==> config.mk <==
export PLATFORM = sky130hd
export DESIGN_NAME = calc_op_sequencer
export DESIGN_NICKNAME = d
export VERILOG_FILES = /design/src/rtl/calc_op_sequencer.sv
export SDC_FILE = /design/constraint.sdc
export NUM_CORES = 1
export LEC_CHECK = 0
export ABC_AREA = 1
export ABC_CLOCK_PERIOD_IN_PS = 2810
export CAP_MARGIN = 20
export CORE_ASPECT_RATIO = 0.7
export CORE_UTILIZATION = 58
export CTS_BUF_LIST = sky130_fd_sc_hd__clkbuf_8
export DETAILED_ROUTE_END_ITERATION = 12
export GPL_TIMING_DRIVEN = 0
export PLACE_DENSITY = 0.81
export SLEW_MARGIN = 40
export SYNTH_ARGS = -nofsm -noshare
export SYNTH_HDL_FRONTEND = slang
export SYNTH_SLANG_ARGS = --single-unit
==> constraint.sdc <==
create_clock -name clk -period 2.81 [get_ports clk]
set_input_delay 0.7025 -clock clk [delete_from_list [all_inputs] [get_ports clk]]
set_output_delay 0.7025 -clock clk [all_outputs]
set_load 0.1 [all_outputs]
==> src/rtl/calc_op_sequencer.sv <==
// rtl/calc_op_sequencer.sv - calculator accumulator sequencer: single-cycle add/sub, iterative mul/div
module calc_op_sequencer #(
    parameter int ACC_W = 16,
    parameter int OPD_W = 7
) (
    input  logic             clk,
    input  logic             rst_n,
    input  logic             op_add,
    input  logic             op_sub,
    input  logic             op_mul,
    input  logic             op_div,
    input  logic             op_clr,
    input  logic [OPD_W-1:0] operand,
    output logic [ACC_W-1:0] acc,
    output logic             busy,
    output logic             done,
    output logic             ovf,
    output logic             err
);
    localparam int PRD_W = ACC_W + OPD_W;
    localparam int CNT_W = $clog2(ACC_W > OPD_W ? ACC_W : OPD_W);

    typedef enum logic [1:0] {
        IDLE = 2'd0,
        MUL  = 2'd1,
        DIV  = 2'd2
    } state_t;

    state_t state, state_next;

    logic [CNT_W-1:0] cnt;
    logic [ACC_W-1:0] mcand;
    logic [OPD_W-1:0] mplier;
    logic [PRD_W-1:0] product;
    logic [ACC_W-1:0] quo;
    logic [OPD_W-1:0] rem;
    logic [OPD_W-1:0] divisor;

    logic             do_add, do_sub, do_mul, do_div, do_clr;
    logic             last_mul, last_div;
    logic [ACC_W:0]   add_sum;
    logic [ACC_W-1:0] sub_diff;
    logic             borrow;
    logic [PRD_W-1:0] prod_next;
    logic [OPD_W:0]   trial;
    logic             trial_ge;
    logic [OPD_W-1:0] rem_next;
    logic [ACC_W-1:0] quo_next;

    // Fixed accept priority: add > sub > mul > div > clr.
    always_comb begin
        do_add = op_add;
        do_sub = !op_add && op_sub;
        do_mul = !op_add && !op_sub && op_mul;
        do_div = !op_add && !op_sub && !op_mul && op_div;
        do_clr = !op_add && !op_sub && !op_mul && !op_div && op_clr;
    end

    assign last_mul = (cnt == CNT_W'(OPD_W - 1));
    assign last_div = (cnt == CNT_W'(ACC_W - 1));
    assign busy     = (state != IDLE);

    assign add_sum  = (ACC_W+1)'(acc) + (ACC_W+1)'(operand);
    assign sub_diff = acc - ACC_W'(operand);
    assign borrow   = (ACC_W'(operand) > acc);

    // Shift-add step: multiplicand weighted by the current bit position.
    assign prod_next = mplier[0] ? (product + (PRD_W'(mcand) << cnt)) : product;

    // Restoring-divide step; the partial remainder stays below the divisor so OPD_W bits suffice.
    assign trial    = {rem, quo[ACC_W-1]};
    assign trial_ge = (trial >= (OPD_W+1)'(divisor));
    always_comb begin
        rem_next = trial[OPD_W-1:0];
        if (trial_ge) begin
            rem_next = OPD_W'(trial - (OPD_W+1)'(divisor));
        end
    end
    assign quo_next = {quo[ACC_W-2:0], trial_ge};

    always_ff @(posedge clk or negedge rst_n) begin
        if (!rst_n) begin
            state <= IDLE;
        end else begin
            state <= state_next;
        end
    end

    always_comb begin
        state_next = state;
        case (state)
            IDLE: begin
                if (do_mul) begin
                    state_next = MUL;
                end else if (do_div && (operand != '0)) begin
                    state_next = DIV;
                end
            end
            MUL: begin
                if (op_clr || last_mul) begin
                    state_next = IDLE;
                end
            end
            DIV: begin
                if (op_clr || last_div) begin
                    state_next = IDLE;
                end
            end
            default: state_next = IDLE;
        endcase
    end

    always_ff @(posedge clk or negedge rst_n) begin
        if (!rst_n) begin
            acc     <= '0;
            done    <= 1'b0;
            ovf     <= 1'b0;
            err     <= 1'b0;
            cnt     <= '0;
            mcand   <= '0;
            mplier  <= '0;
            product <= '0;
            quo     <= '0;
            rem     <= '0;
            divisor <= '0;
        end else begin
            done <= 1'b0;
            case (state)
                IDLE: begin
                    if (do_add) begin
                        acc  <= add_sum[ACC_W-1:0];
                        ovf  <= add_sum[ACC_W];
                        done <= 1'b1;
                    end else if (do_sub) begin
                        acc  <= sub_diff;
                        ovf  <= borrow;
                        done <= 1'b1;
                    end else if (do_mul) begin
                        mcand   <= acc;
                        mplier  <= operand;
                        product <= '0;
                        cnt     <= '0;
                        ovf     <= 1'b0;
                    end else if (do_div) begin
                        ovf <= 1'b0;
                        if (operand == '0) begin
                            err  <= 1'b1;
                            done <= 1'b1;
                        end else begin
                            quo     <= acc;
                            rem     <= '0;
                            divisor <= operand;
                            cnt     <= '0;
                        end
                    end else if (do_clr) begin
                        acc <= '0;
                        err <= 1'b0;
                        ovf <= 1'b0;
                    end
                end
                MUL: begin
                    if (op_clr) begin
                        acc <= '0;
                        err <= 1'b0;
                        ovf <= 1'b0;
                    end else begin
                        product <= prod_next;
                        mplier  <= mplier >> 1;
                        cnt     <= cnt + 1'b1;
                        if (last_mul) begin
                            acc  <= prod_next[ACC_W-1:0];
                            ovf  <= |prod_next[PRD_W-1:ACC_W];
                            done <= 1'b1;
                        end
                    end
                end
                DIV: begin
                    if (op_clr) begin
                        acc <= '0;
                        err <= 1'b0;
                        ovf <= 1'b0;
                    end else begin
                        quo <= quo_next;
                        rem <= rem_next;
                        cnt <= cnt + 1'b1;
                        if (last_div) begin
                            acc  <= quo_next;
                            done <= 1'b1;
                        end
                    end
                end
                default: ;
            endcase
        end
    end
endmodule

# Yosys cells after proc, flatten, opt, wreduce, memory -nomap -nowiden
# Cells that the tools add are included.
# classes
addsub	5
mul	0
div_mod_pow	0
magnitude_cmp	2
eq_ne	28
shifts	1
mux	73
n_bitwise	4
reduce_logical	33
# op_table
op	n
$mux 16	15
$mux 23	5
$mux 7	11
$pmux 16 s3	1
$pmux 23 s2	1
$pmux 16 s2	1
$pmux 7 s2	2
$mux 4	6
$ne 2x2->1 const B	12
$add 23x23->23	1
$shl 16x4->23	1
$mux 1	22
$ne 3x3->1 const B	7
$reduce_and 6->1	3
$add 16x7->17	1
$gt 7x16->1	1
$sub 16x7->16	1
$reduce_and 7->1	2
$ne 4x4->1 const B	3
$ge 8x7->1	1
$logic_and 1x1->1	8
$mux 2	4
$pmux 4 s2	1
$reduce_and 4->1	2
other kinds (23)	34
# totals
register_bits	101
latchBits	0
ram_bits	0
mem_bits_ro	0
input_bits	14
output_inout_bits	20
word_cells	158
n_memories	0

# Longest topological paths before layout
# depth
ltp_word	11
depth_mapped	29
ltp_nobuf	27

# Worst setup path before layout
# No wires, ideal clock.
# synth_timing
path_kind	reg-to-reg
start	reg cnt[0]
end	reg ovf
setup_time_ns	0.123
arrival_time_ns	2.860
t_required_ns	2.687
setup_slack_ns	-0.173
path_stages_with_launch	27
n_path_buf	2
synth_period_minus_slack_ns	2.983
path_cell_list	dfrtp_1 -> buf_2 -> inv_2 -> clkbuf_1 -> nand2_1 -> nor2_1 -> inv_1 -> nor2_1 -> ha_1 -> inv_1 -> fa_1 -> inv_1 -> nand3_1 -> nand3_1 -> nand2_1 -> nand2_1 -> nand2_1 -> inv_1 -> nor2_1 -> nand2_1 -> nand3_1 -> nand2_1 -> nand2_1 -> nor2_1 -> nand2_1 -> nand2_1 -> a21oi_1
# synth_via
elab_chain_len	7
elab_cells_between_ends	10
classes_between	add/sub (1); eq/ne (2); shift (1); mux (4); reduce/logical (2)
# synth_lines
item	line	source
start: declaration	31	logic [CNT_W-1:0] cnt;
start signal: assignment	169	cnt <= cnt + 1'b1;
start signal: assignment	185	cnt <= cnt + 1'b1;
$shl 16x4->23	68	assign prod_next = mplier[0] ? (product + (PRD_W'(mcand) << cnt)) : product;
$add 23x23->23	68	
$mux 23	68	
$reduce_or 7->1	172	ovf <= |prod_next[PRD_W-1:ACC_W];
$mux 1	170	if (last_mul) begin
$mux 1	162	if (op_clr) begin
$pmux 1 s3	128	case (state)
end signal: assignment	132	ovf <= add_sum[ACC_W];
end signal: assignment	136	ovf <= borrow;
end signal: assignment	172	
end: declaration	17	output logic ovf,
# Several ways; a longest one is shown, not always the timed one. The select of a mux whose other input is x is not followed.
# A chain may end at the register's enable or synchronous reset.

# Final worst setup path
# layout_timing
start	reg cnt[0]
end	reg acc[10]
# layout_via
elab_chain_len	6
elab_cells_between_ends	11
classes_between	add/sub (1); eq/ne (4); shift (1); mux (4); reduce/logical (1)
# layout_lines
item	line	source
$shl 16x4->23	68	
$add 23x23->23	68	
$mux 23	68	
$mux 16	170	
$mux 16	162	
$pmux 16 s3	128	
end signal: assignment	131	acc <= add_sum[ACC_W-1:0];
end signal: assignment	135	acc <= sub_diff;
end signal: assignment	171	acc <= prod_next[ACC_W-1:0];
end: declaration	14	output logic [ACC_W-1:0] acc,
# Several ways; a longest one is shown, not always the timed one. The select of a mux whose other input is x is not followed.

==> run_results.csv <==
group,metric,value,unit
die,row_count,36,
die,start_util,0.608,
synthesis,synth_nets,1418,
grt,grt-ovfl-total,0,
grt,grtUsageTotal,0.413,
synthesis,synth_mux_area_frac,0.00347,
sta,worst_slack,-0.732,ns
run,drv_cap,0,
setup_path,cp-start-kind,"flip-flop",
die,die_h,104,um
synthesis,synth-seq-cells,101,
die,ioPinCount,34,
grt,first_global_vias,9091,
synthesis,synth_cells,1351,
placement,hpwl,22.5,mm
drt,postRouteAntennaNets,0,
synthesis,netlist_area,0.00865,mm2
synthesis,seq_area_frac_synth,0.292,
setup_path,critical_path_class,"flip-flop to flip-flop",
clock_tree,htreeDepth,3,
final_layout,instances_no_fill,1651,
final_layout,num-nets-final,1523,
sta,rsz0062_at_grt,"yes",
min_path,hp-class,"input port to asynchronous set/reset pin",
sta,drv_slew,0,
final_layout,layout.cells.most_common,"nand2_1",
clock_tree,clk_pin_slew_worst_paths,0.13,ns
sta,fin_crit_sh,1.26,
sta,hold_viol,0,
setup_path,cp_data_required_time,3.10,ns
sta,fin_skew,0.0302,ns
setup_path,r2r_cells,21,
drt,wl_per_cell,22.0,um
final_layout,n_antenna_cell,0,
drt,first_pass_iters,10,
placement,portBuffers,33,
run_status,violations,"negative setup slack",
grt,antenna_found_initial,0,
run_status,status,"complete, but fails checks",
grt,grt_pass1_wl,49.0,mm
sta,max_freq,0.282,GHz
clock_tree,cts_hold_buf,0,
clock_tree,cts_sinks,101,
grt,grt_max_degree,66,
clock_tree,cts_root_buf,"clkbuf_8",
final_layout,drive_gt1_frac,0.297,
clock_tree,numCtsBuffers,9,
sta,finalSetupViolCount,35,
die,core,0.0142,mm2
synthesis,syn_area_per_cell,6.40,um2
placement,dp_cells,1575,
synthesis,synth_compound_area_frac,0.178,
clock_tree,clk_latency,0.41,ns
drt,num_vias,10700,
sta,timing.final.crit_period,3.54,ns
sta,slew_headroom,0.475,
synthesis,synth_top_family_by_area,"simple AND/OR/NAND/NOR gates",
synthesis,synth.distinct_cells,49,
synthesis,synth_xor_area_frac,0.0162,
sta,totalNegativeSetupSlack,-13.45,ns
synthesis,yosys.area_share.simple,0.318,
setup_path,critPathCaptureType,"flip-flop",
synthesis,ys_warn_count,0,
final_layout,layout_common_cells,"nand2_1 (347), inv_1 (151), dfrtp_1 (101)",
drt,dr.first_iter.drc_count,1570,
setup_path,crit_fanout,6,
setup_path,rrSetupSlack,-0.73,ns
drt,drcViolationCount,0,
clock_tree,cts_buffer_depth,2,
setup_path,arrival,3.83,ns
final_layout,n_fill_cell,929,
placement,place_congestion,0.978,
die,die_w,148,um
drt,routed_wl,36.4,mm
clock_tree,cts_tree,"yes",
sta,worst_pin_slew,0.787,ns
die,die-area,0.0154,mm2
synthesis,synth_fa_ha_area_frac,0.0802,
final_layout,syn_to_final_growth,31.9,%
drt,viasPerCell,6.49,
==> sequential cells by signal (all words and copies together), names as in the netlist <==
register / count
done: 1
product: 23
cnt: 4
mcand: 16
divisor: 7
acc: 16
state: 2
err: 1
quo: 16
ovf: 1
mplier: 7
rem: 7
==> repair_timing <==
action,in CTS,in global routing
pin swaps,98,92
resized for setup,226,204
setup buffers,38,20
setup endpoints to repair,37,36
cloned,2,0
==> layout make-up <==
type	instances	area [um2]	area share
Multi-Input combinational cell	1014	6600	0.579
Sequential cell	101	2530	0.222
Clock inverter	7	86.3	0.00757
Inverter	180	696	0.0610
Tap cell	190	238	0.0208
Buffer	56	364	0.0319
Clock buffer	9	124	0.0109
Timing Repair Buffer	94	769	0.0675
==> worst max-delay path: stages, from the launching register on <==
cell	delay, ns
dfrtp_1	0.40
buf_6	0.16
buf_4	0.15
nand2_2	0.08
nand2_4	0.08
inv_4	0.05
o21ai_4	0.28
nand2_1	0.15
nor2_4	0.22
ha_4	0.27
nand2_1	0.17
nand2_1	0.11
nand2_2	0.08
nand2_2	0.07
nand2_1	0.06
nand3b_1	0.16
buf_4	0.20
xor2_2	0.14
o21ai_2	0.25
nand2_1	0.13
a21oi_2	0.15
a22oi_1	0.07
==> cells in the mapped netlist (all sizes together) <==
master   count  area share
nor3        14      0.0093
nand4       11      0.0080
a32o         2      0.0023
nor2       113       0.052
a31oi       19       0.016
o22ai       15       0.011
a211oi       2      0.0017
mux2i        3      0.0035
buf         30       0.022
a2bb2oi      1      0.0010
clkbuf      26       0.011
xnor2        5      0.0051
o31ai        5      0.0043
o2111a       1      0.0013
fa           4      0.0093
inv        178       0.077
o221ai       3      0.0030
nor4         1      0.0014
a22oi        8      0.0069
clkinv       2      0.0012
nand3b       2      0.0017
or2          6      0.0043
o21ai      132       0.077
a21boi       2      0.0017
a21oi       66       0.038
nand2      443        0.19
o21bai       2      0.0017
a21o         2      0.0017
o211ai      10      0.0093
ha          49       0.071
dfrtp      101        0.29
xor2        11       0.011
o21a         1     0.00087
nand3       81       0.047
==> kinds of logic (layout without fill, tap and decap cells) <==
| group | count (synthesis) | after routing |
|---|---|---|
| flip-flops | 101 | 101 |
| buffers and inverters | 236 | 346 |
| adder cells (fa/ha/maj) | 53 | 53 |
| AND/OR/NAND/NOR | 671 | 671 |
| multiplexers | 3 | 3 |
| AO/OA/AOI/OAI | 271 | 271 |
| XOR/XNOR | 16 | 16 |
==> metal layers <==
metal / vias up / GRT usage / part of all wire
met5: - / 0 / 0
met1: 4854 / 0.626 / 0.38
met2: 1008 / 0.569 / 0.40
met3: 250 / 0.108 / 0.16
met4: 0 / 0.110 / 0.056
li1: 4595 / - / -
==> worst paths after layout <==
| kind | start | to |
|---|---|---|
| min in group clk | divisor[3] | divisor[3] |
| setup reg to reg | cnt[0] | acc[10] |
| setup / recovery | cnt[0] | acc[10] |
| hold / removal | rst_n | quo[5] |
| hold reg to reg | divisor[3] | divisor[3] |
| max in group asynchronous | rst_n | mcand[0] |
==> stage by stage <==
| step | utilization | hold WS [ns] | area (um2) | setup slack (ns) |
|---|---|---|---|---|
| finish | 0.801 | 0.139 | 11400 | -0.732 |
| detailed placement | 0.644 | 0.473 | 9170 | -0.955 |
| global placement | 0.649 | 0.467 | 9240 | -2.90 |
| global route | 0.801 | 0.162 | 11400 | -0.791 |
| CTS | 0.736 | 0.163 | 10500 | -0.382 |
| floorplan | - | 0.407 | 8670 | 0.0131 |
Power is not shown: default switching activity piles up to over one toggle a cycle in this logic, so the estimate is an artifact.
